## config.mk

```make
export PLATFORM = sky130hd
export DESIGN_NAME = sl_rx_sync
export DESIGN_NICKNAME = d
export VERILOG_FILES = /design/src/rtl/sl_pkg.sv /design/src/rtl/sl_rx_sync_filter.sv /design/src/rtl/sl_rx_sync.sv
export SDC_FILE = /design/constraint.sdc
export NUM_CORES = 1
export LEC_CHECK = 0
export BUFFER_PORTS_ARGS = -buffer_cell sky130_fd_sc_hd__buf_2
export CAP_MARGIN = 10
export CORE_MARGIN = 3
export CORE_UTILIZATION = 24
export CTS_BUF_LIST = sky130_fd_sc_hd__clkbuf_8
export DETAILED_ROUTE_END_ITERATION = 10
export GPL_TIMING_DRIVEN = 0
export PLACE_DENSITY = 0.43
export SLEW_MARGIN = 0
export SYNTH_ARGS = -nofsm -noshare
export SYNTH_HDL_FRONTEND = slang
export SYNTH_HIERARCHICAL = 1
export SYNTH_SLANG_ARGS = --single-unit
```

## constraint.sdc

```tcl
create_clock -name clk -period 4.9 [get_ports clk]
set_input_delay 0.98 -clock clk [delete_from_list [all_inputs] [get_ports clk]]
set_output_delay 0.98 -clock clk [all_outputs]
set_load 0.02 [all_outputs]
```

## src/rtl/sl_pkg.sv

```systemverilog
// Shared definitions for the serial-line receiver.
//   state_t   : receiver FSM states
//   MODE_*    : encodings of the 2-bit mode input
//   mode_len(): number of data bits selected by a mode
package sl_pkg;

  typedef enum logic [2:0] {
    ST_IDLE,
    ST_DECIDE,
    ST_BIT,
    ST_GAP,
    ST_WAIT_IDLE
  } state_t;

  localparam logic [1:0] MODE_8   = 2'd0;
  localparam logic [1:0] MODE_16  = 2'd1;
  localparam logic [1:0] MODE_32  = 2'd2;
  localparam logic [1:0] MODE_MAX = 2'd3;

  function automatic int unsigned mode_len(input logic [1:0] mode,
                                           input int unsigned max_bits);
    case (mode)
      MODE_8:  return 8;
      MODE_16: return 16;
      MODE_32: return 32;
      default: return max_bits;
    endcase
  endfunction

endpackage

```

## src/rtl/sl_rx_sync_filter.sv

```systemverilog
// Synchroniser plus stability filter for one asynchronous serial line.
//   clk, reset_n : system clock, asynchronous active-low reset
//   line         : raw asynchronous line (idle high)
//   filt         : filtered level; changes only after FILT_LEN equal samples
module sl_line_filter #(
  parameter int FILT_LEN = 3
) (
  input  logic clk,
  input  logic reset_n,
  input  logic line,
  output logic filt
);

  logic [1:0]          sync;
  logic [FILT_LEN-1:0] hist;

  // Everything presets high so an idle line is not seen as a fall after reset.
  always_ff @(posedge clk or negedge reset_n) begin
    if (!reset_n) begin
      sync <= '1;
      hist <= '1;
      filt <= 1'b1;
    end else begin
      sync <= {sync[0], line};
      hist <= (hist << 1) | FILT_LEN'(sync[1]);
      if (&hist)
        filt <= 1'b1;
      else if (~|hist)
        filt <= 1'b0;
    end
  end

endmodule

```

## src/rtl/sl_rx_sync.sv

```systemverilog
// Two-line serial receiver: a low on sl0 carries a 0, a low on sl1 carries a 1,
// both low is the stop symbol. Words are N data bits (LSB first) plus an odd
// parity bit, followed by stop.
//   clk, reset_n      : system clock, asynchronous active-low reset
//   sl0, sl1          : asynchronous serial lines, idle high
//   mode              : word length select (8/16/32/MAX_BITS), latched at first bit
//   out_data/valid    : received word, held until out_ready handshake
//   out_ready         : consumer accepts the word
//   err_*             : single-cycle error pulses (parity/length/timeout/overrun)
//   busy              : FSM is not IDLE
module sl_rx_sync
  import sl_pkg::*;
#(
  parameter int MAX_BITS    = 32,
  parameter int FILT_LEN    = 3,
  parameter int SKEW_CYC    = 2,
  parameter int TIMEOUT_CYC = 1024
) (
  input  logic                clk,
  input  logic                reset_n,
  input  logic                sl0,
  input  logic                sl1,
  input  logic [1:0]          mode,
  output logic [MAX_BITS-1:0] out_data,
  output logic                out_valid,
  input  logic                out_ready,
  output logic                err_parity,
  output logic                err_length,
  output logic                err_timeout,
  output logic                err_overrun,
  output logic                busy
);

  localparam int CW = $clog2(MAX_BITS + 3);
  localparam int IW = $clog2(MAX_BITS);
  localparam int SW = (SKEW_CYC > 1) ? $clog2(SKEW_CYC) : 1;
  localparam int TW = $clog2(TIMEOUT_CYC + 1);

  logic                f0, f1, f0_q, f1_q;
  logic                fall, rx_bit;
  state_t              state, prior;
  logic [CW-1:0]       cnt, len_q, len_eff;
  logic [MAX_BITS-1:0] shreg;
  logic                par;
  logic [SW-1:0]       skew_cnt;
  logic [TW-1:0]       tmo;

  sl_line_filter #(.FILT_LEN(FILT_LEN)) u_filt0 (
    .clk     (clk),
    .reset_n (reset_n),
    .line    (sl0),
    .filt    (f0)
  );

  sl_line_filter #(.FILT_LEN(FILT_LEN)) u_filt1 (
    .clk     (clk),
    .reset_n (reset_n),
    .line    (sl1),
    .filt    (f1)
  );

  assign fall    = (f0_q & ~f0) | (f1_q & ~f1);
  // Only called when exactly one line is low: sl1 low means a 1.
  assign rx_bit  = ~f1;
  // The first bit of a word uses the live mode; later bits the latched length.
  assign len_eff = (cnt == '0) ? CW'(mode_len(mode, MAX_BITS)) : len_q;
  assign busy    = (state != ST_IDLE);

  always_ff @(posedge clk or negedge reset_n) begin
    if (!reset_n) begin
      state       <= ST_IDLE;
      prior       <= ST_IDLE;
      f0_q        <= 1'b1;
      f1_q        <= 1'b1;
      cnt         <= '0;
      len_q       <= '0;
      shreg       <= '0;
      par         <= 1'b0;
      skew_cnt    <= '0;
      tmo         <= '0;
      out_data    <= '0;
      out_valid   <= 1'b0;
      err_parity  <= 1'b0;
      err_length  <= 1'b0;
      err_timeout <= 1'b0;
      err_overrun <= 1'b0;
    end else begin
      f0_q        <= f0;
      f1_q        <= f1;
      err_parity  <= 1'b0;
      err_length  <= 1'b0;
      err_timeout <= 1'b0;
      err_overrun <= 1'b0;
      if (out_valid && out_ready)
        out_valid <= 1'b0;

      case (state)
        ST_IDLE, ST_GAP: begin
          if (fall) begin
            prior    <= state;
            state    <= ST_DECIDE;
            skew_cnt <= '0;
          end else if (state == ST_GAP) begin
            if (cnt != '0 && tmo == TW'(TIMEOUT_CYC - 1)) begin
              err_timeout <= 1'b1;
              cnt         <= '0;
              shreg       <= '0;
              par         <= 1'b0;
              state       <= ST_WAIT_IDLE;
            end else begin
              tmo <= tmo + 1'b1;
            end
          end
        end

        ST_DECIDE: begin
          if (skew_cnt != SW'(SKEW_CYC - 1)) begin
            skew_cnt <= skew_cnt + 1'b1;
          end else begin
            tmo <= '0;
            case ({f1, f0})
              2'b11: state <= prior;
              2'b00: begin
                if (cnt == len_q + CW'(1)) begin
                  if (!par)
                    err_parity <= 1'b1;
                  else if (out_valid && !out_ready)
                    err_overrun <= 1'b1;
                  else begin
                    // Overrides the handshake clear above when both coincide.
                    out_data  <= shreg;
                    out_valid <= 1'b1;
                  end
                end else if (cnt != '0) begin
                  err_length <= 1'b1;
                end
                cnt   <= '0;
                shreg <= '0;
                par   <= 1'b0;
                state <= ST_WAIT_IDLE;
              end
              default: begin
                if (cnt == '0)
                  len_q <= len_eff;
                if (cnt < len_eff)
                  shreg[cnt[IW-1:0]] <= rx_bit;
                // Parity covers the N data bits plus the parity bit itself.
                if (cnt <= len_eff)
                  par <= par ^ rx_bit;
                if (cnt < len_eff + CW'(2))
                  cnt <= cnt + 1'b1;
                state <= ST_BIT;
              end
            endcase
          end
        end

        ST_BIT: begin
          if (f0 && f1) begin
            state <= ST_GAP;
            tmo   <= '0;
          end else if (tmo == TW'(TIMEOUT_CYC - 1)) begin
            err_timeout <= 1'b1;
            cnt         <= '0;
            shreg       <= '0;
            par         <= 1'b0;
            state       <= ST_WAIT_IDLE;
          end else begin
            tmo <= tmo + 1'b1;
          end
        end

        ST_WAIT_IDLE: begin
          if (f0 && f1)
            state <= ST_IDLE;
        end

        default: state <= ST_IDLE;
      endcase
    end
  end

endmodule
```

==> summary.md <==
- Gate power share: 37.5%
- portion of total power attributed to the clock network: 25.8%
- # DRC: 0
- ranking of synthesized cells by instance count: 100 x dfrtp_1, 46 x a21oi_1, 44 x o41ai_1
- number of buffers inserted by post-CTS setup repair: 0
- die area: 26,890 um^2
- top-level I/O count: 45
- Post-synth ARST share: 100.0%
- Worst Min Path Start: u_filt1/sync[0]
- IO Port Bufs: 44
- nature of the critical path endpoint: flop
- TritonCTS Sinks: 114
- num rows: 57
- reg-to-reg endpoint: shreg[23]
- Routed wire per std cell: 16.28 um
- initial core utilization: 24.56%
- insertion delay of the later-clocked pin in the worst-skew pair: 0.43 ns
- design internal power: 2.153 mW
- Worst Setup Slack, final: 0.3179 ns
- library cell with the largest summed area after synthesis: dfrtp_1
- total wirelength of the detailed-routed design: 16.01 mm
- RSZ-0062 raised after global routing: false
- standby leakage power: 3.133 nW
- arrival time at the worst endpoint: 4.95 ns
- number of failing setup endpoints in the final timing report: 0
- level count of the clock H-tree: 4
- switching power of the nets: 1.442 mW
- total global routing track utilization: 12.53%
- fraction of power spent switching nets: 40.11%
- # nets final: 673
- clock transition at the register clock pins on the worst setup and hold paths after CTS: 0.07 ns
- Place WS: 0.2739 ns
- crit path max fanout: 10
- total congestion overflow: 0
- Layout Skew: 0.01196 ns
- Fillers: 2,593
- data required time at the worst endpoint: 5.27 ns
- Worst Setup SP: cnt[0]
- layout cells sized above 1: 24.43%
- starting DRC count in detailed routing: 242
- Seq/Total Area, Yosys: 47.91%
- Net Count, Synth: 608
- detailed-route vias per instance: 4.951
- FF-to-FF setup slack: 0.32 ns
- length in cells of the worst reg-to-reg path: 15
- Netlist cell types: 58
- Final Slew Violations: 0
- Max IR drop VDD: 187.7 uV
- count of TritonRoute iterations in the first routing pass: 5
- number of standard cells after synthesis: 581
- startpoint types: flop
- WHS: 0.3553 ns
- ys flop type: dfrtp_1
- die height: 164.0 um
- Sum Neg Setup Slack: 0 ns
- category of the critical setup timing path: flop to flop
- Pwr Density: 508.1 nW/um^2
- flop and latch count out of synthesis: 114
- number of warnings printed during yosys synthesis: 6
- number of synthesized flops with an enable pin: 0
- minimum clock period: 4.582 ns
- synthesized area divided by synthesized cell count: 10.31 um^2
- endpoint of the most critical setup path: shreg[23]
- Peak Freq: 218.2 MHz
- area share of the largest cell type after synthesis: 41.77%
- status: finished, final reports clean
- first-pass GRT wire length: 26.47 mm
- TritonCTS clock tree: built
- netlist area before placement: 5991 um^2
- power consumption: 3.595 mW
- via count: 4,867
- share of the core filled with cells in the final layout: 29.01%
- library cell with the highest instance count after synthesis: dfrtp_1
- library cell used as clock root buffer: clkbuf_8
- number of buffers on the longest clock path: 2
- Placeable Area: 24,390 um^2
- transition time of the tightest slew-check pin: 0.9656 ns
- fin area: 7076 um^2
- routability cong.: 0.8554
- Chip Width: 164.0 um
- worst max-slew margin expressed relative to the limit: 35.49%
- number of global-route vias before repair: 4,996
- cts bufs inserted: 17
- antenna violation net count after detailed routing: 0
- initial antenna violation count: 0
- source of the worst register-to-register timing path: cnt[0]
- fin cells: 983
- number of max-cap violations: 0
- part of the power in registers: 36.6%
- area overhead of the layout relative to synthesis: 18.11%
- instance count after placement with tap cells included: 951
- CTS Hold Bufs: 0
- largest net degree at the start of global routing: 60
- Hold/Removal Path Class: flop to flop
- hold violation total from the final report: 0
- # diodes: 0
- final period utilization: 93.51%
- top cells by area in the synthesized netlist: dfrtp_1 42%, mux2_2 6.8%, o41ai_1 6.4%
- placed cell areas: 6654 um^2
- hpwl dp: 11.16 mm
## critical path, stage by stage (launching register included)
cell      delay, ns
dfrtp_1        0.48
inv_1          0.18
ha_1           0.29
or4b_4         0.55
or2_2          0.31
clkbuf_1       0.24
nor3b_1        0.26
a21oi_1        0.12
ha_1           0.34
and3_1         0.17
o21ai_0        0.28
a31oi_2        0.28
or4_4          0.55
buf_6          0.16
buf_6          0.16
o21ai_2        0.14
## cell families after synthesis
logic type | count (synthesis) | share of synthesized area (%)
compound gates | 182 | 21.20
simple gates | 156 | 13.87
flops | 114 | 47.91
buf+inv | 61 | 4.302
mux | 37 | 6.934
fa+ha+maj | 20 | 4.177
xor+xnor | 11 | 1.608
## timing repair
item,4_1_cts,5_1_grt
hold endpoints to repair,0,0
setup endpoints to repair,0,1
gates resized for setup,0,1
## sequential cells by signal (all words and copies together) (netlist names), 6 cells and up
register,flops
cnt,6
len_q,6
out_data,32
shreg,32
tmo,11
## layout make-up
type	count	area [um^2]	area share, %
Buffer	48	209.0	2.953
Clock buffer	20	275.3	3.890
Clock inverter	12	140.1	1.981
Inverter	13	48.80	0.6897
Multi-Input combinational cell	406	2869	40.55
Sequential cell	114	2870	40.57
Tap cell	324	405.4	5.729
Timing Repair Buffer	46	257.7	3.643
## routing by layer
layer | vias up | global-route usage [%] | wire length (um)
met2 | 120 | 19.58 | 7437
met1 | 2423 | 17.08 | 7666
met3 | 19 | 3.077 | 639
met4 | 0 | 3.998 | 262
li1 | 2305 | - | -
met5 | - | 0 | 0
## power by group through the flow
stage	sequential (mW)	combinational (mW)	clock [mW]
4_1_cts	1.32	1.34	0.969
3_3_place_gp	1.34	1.36	0
5_1_grt	1.35	1.51	1.02
3_5_place_dp	1.34	1.34	0
2_1_floorplan	1.26	1.03	0
6_report	1.32	1.35	0.929
## cells in the final DEF, fill, tap and decap left out, types with 21 or more instances in the layout
master    netlist  final
mux2_2         36     36
nor2_1         24     24
nand2_1        43     43
clkbuf_1       38     38
dfrtp_1       100    100
o41ai_1        44     44
o21ai_0        21     21
buf_2           5     48
a21oi_1        46     46
## how the worst min path moves through the flow
stage               cells past startpoint  slack (ns)               to
floorplan                               0        0.35  u_filt0/hist[0]
global placement                        0        0.35  u_filt0/sync[1]
detailed placement                      0        0.35  u_filt1/sync[1]
CTS                                     0        0.35  u_filt1/sync[1]
global route                            0        0.36  u_filt1/sync[1]
finish                                  0        0.36  u_filt1/sync[1]
Note: power is estimated with default switching activity, not from simulation.
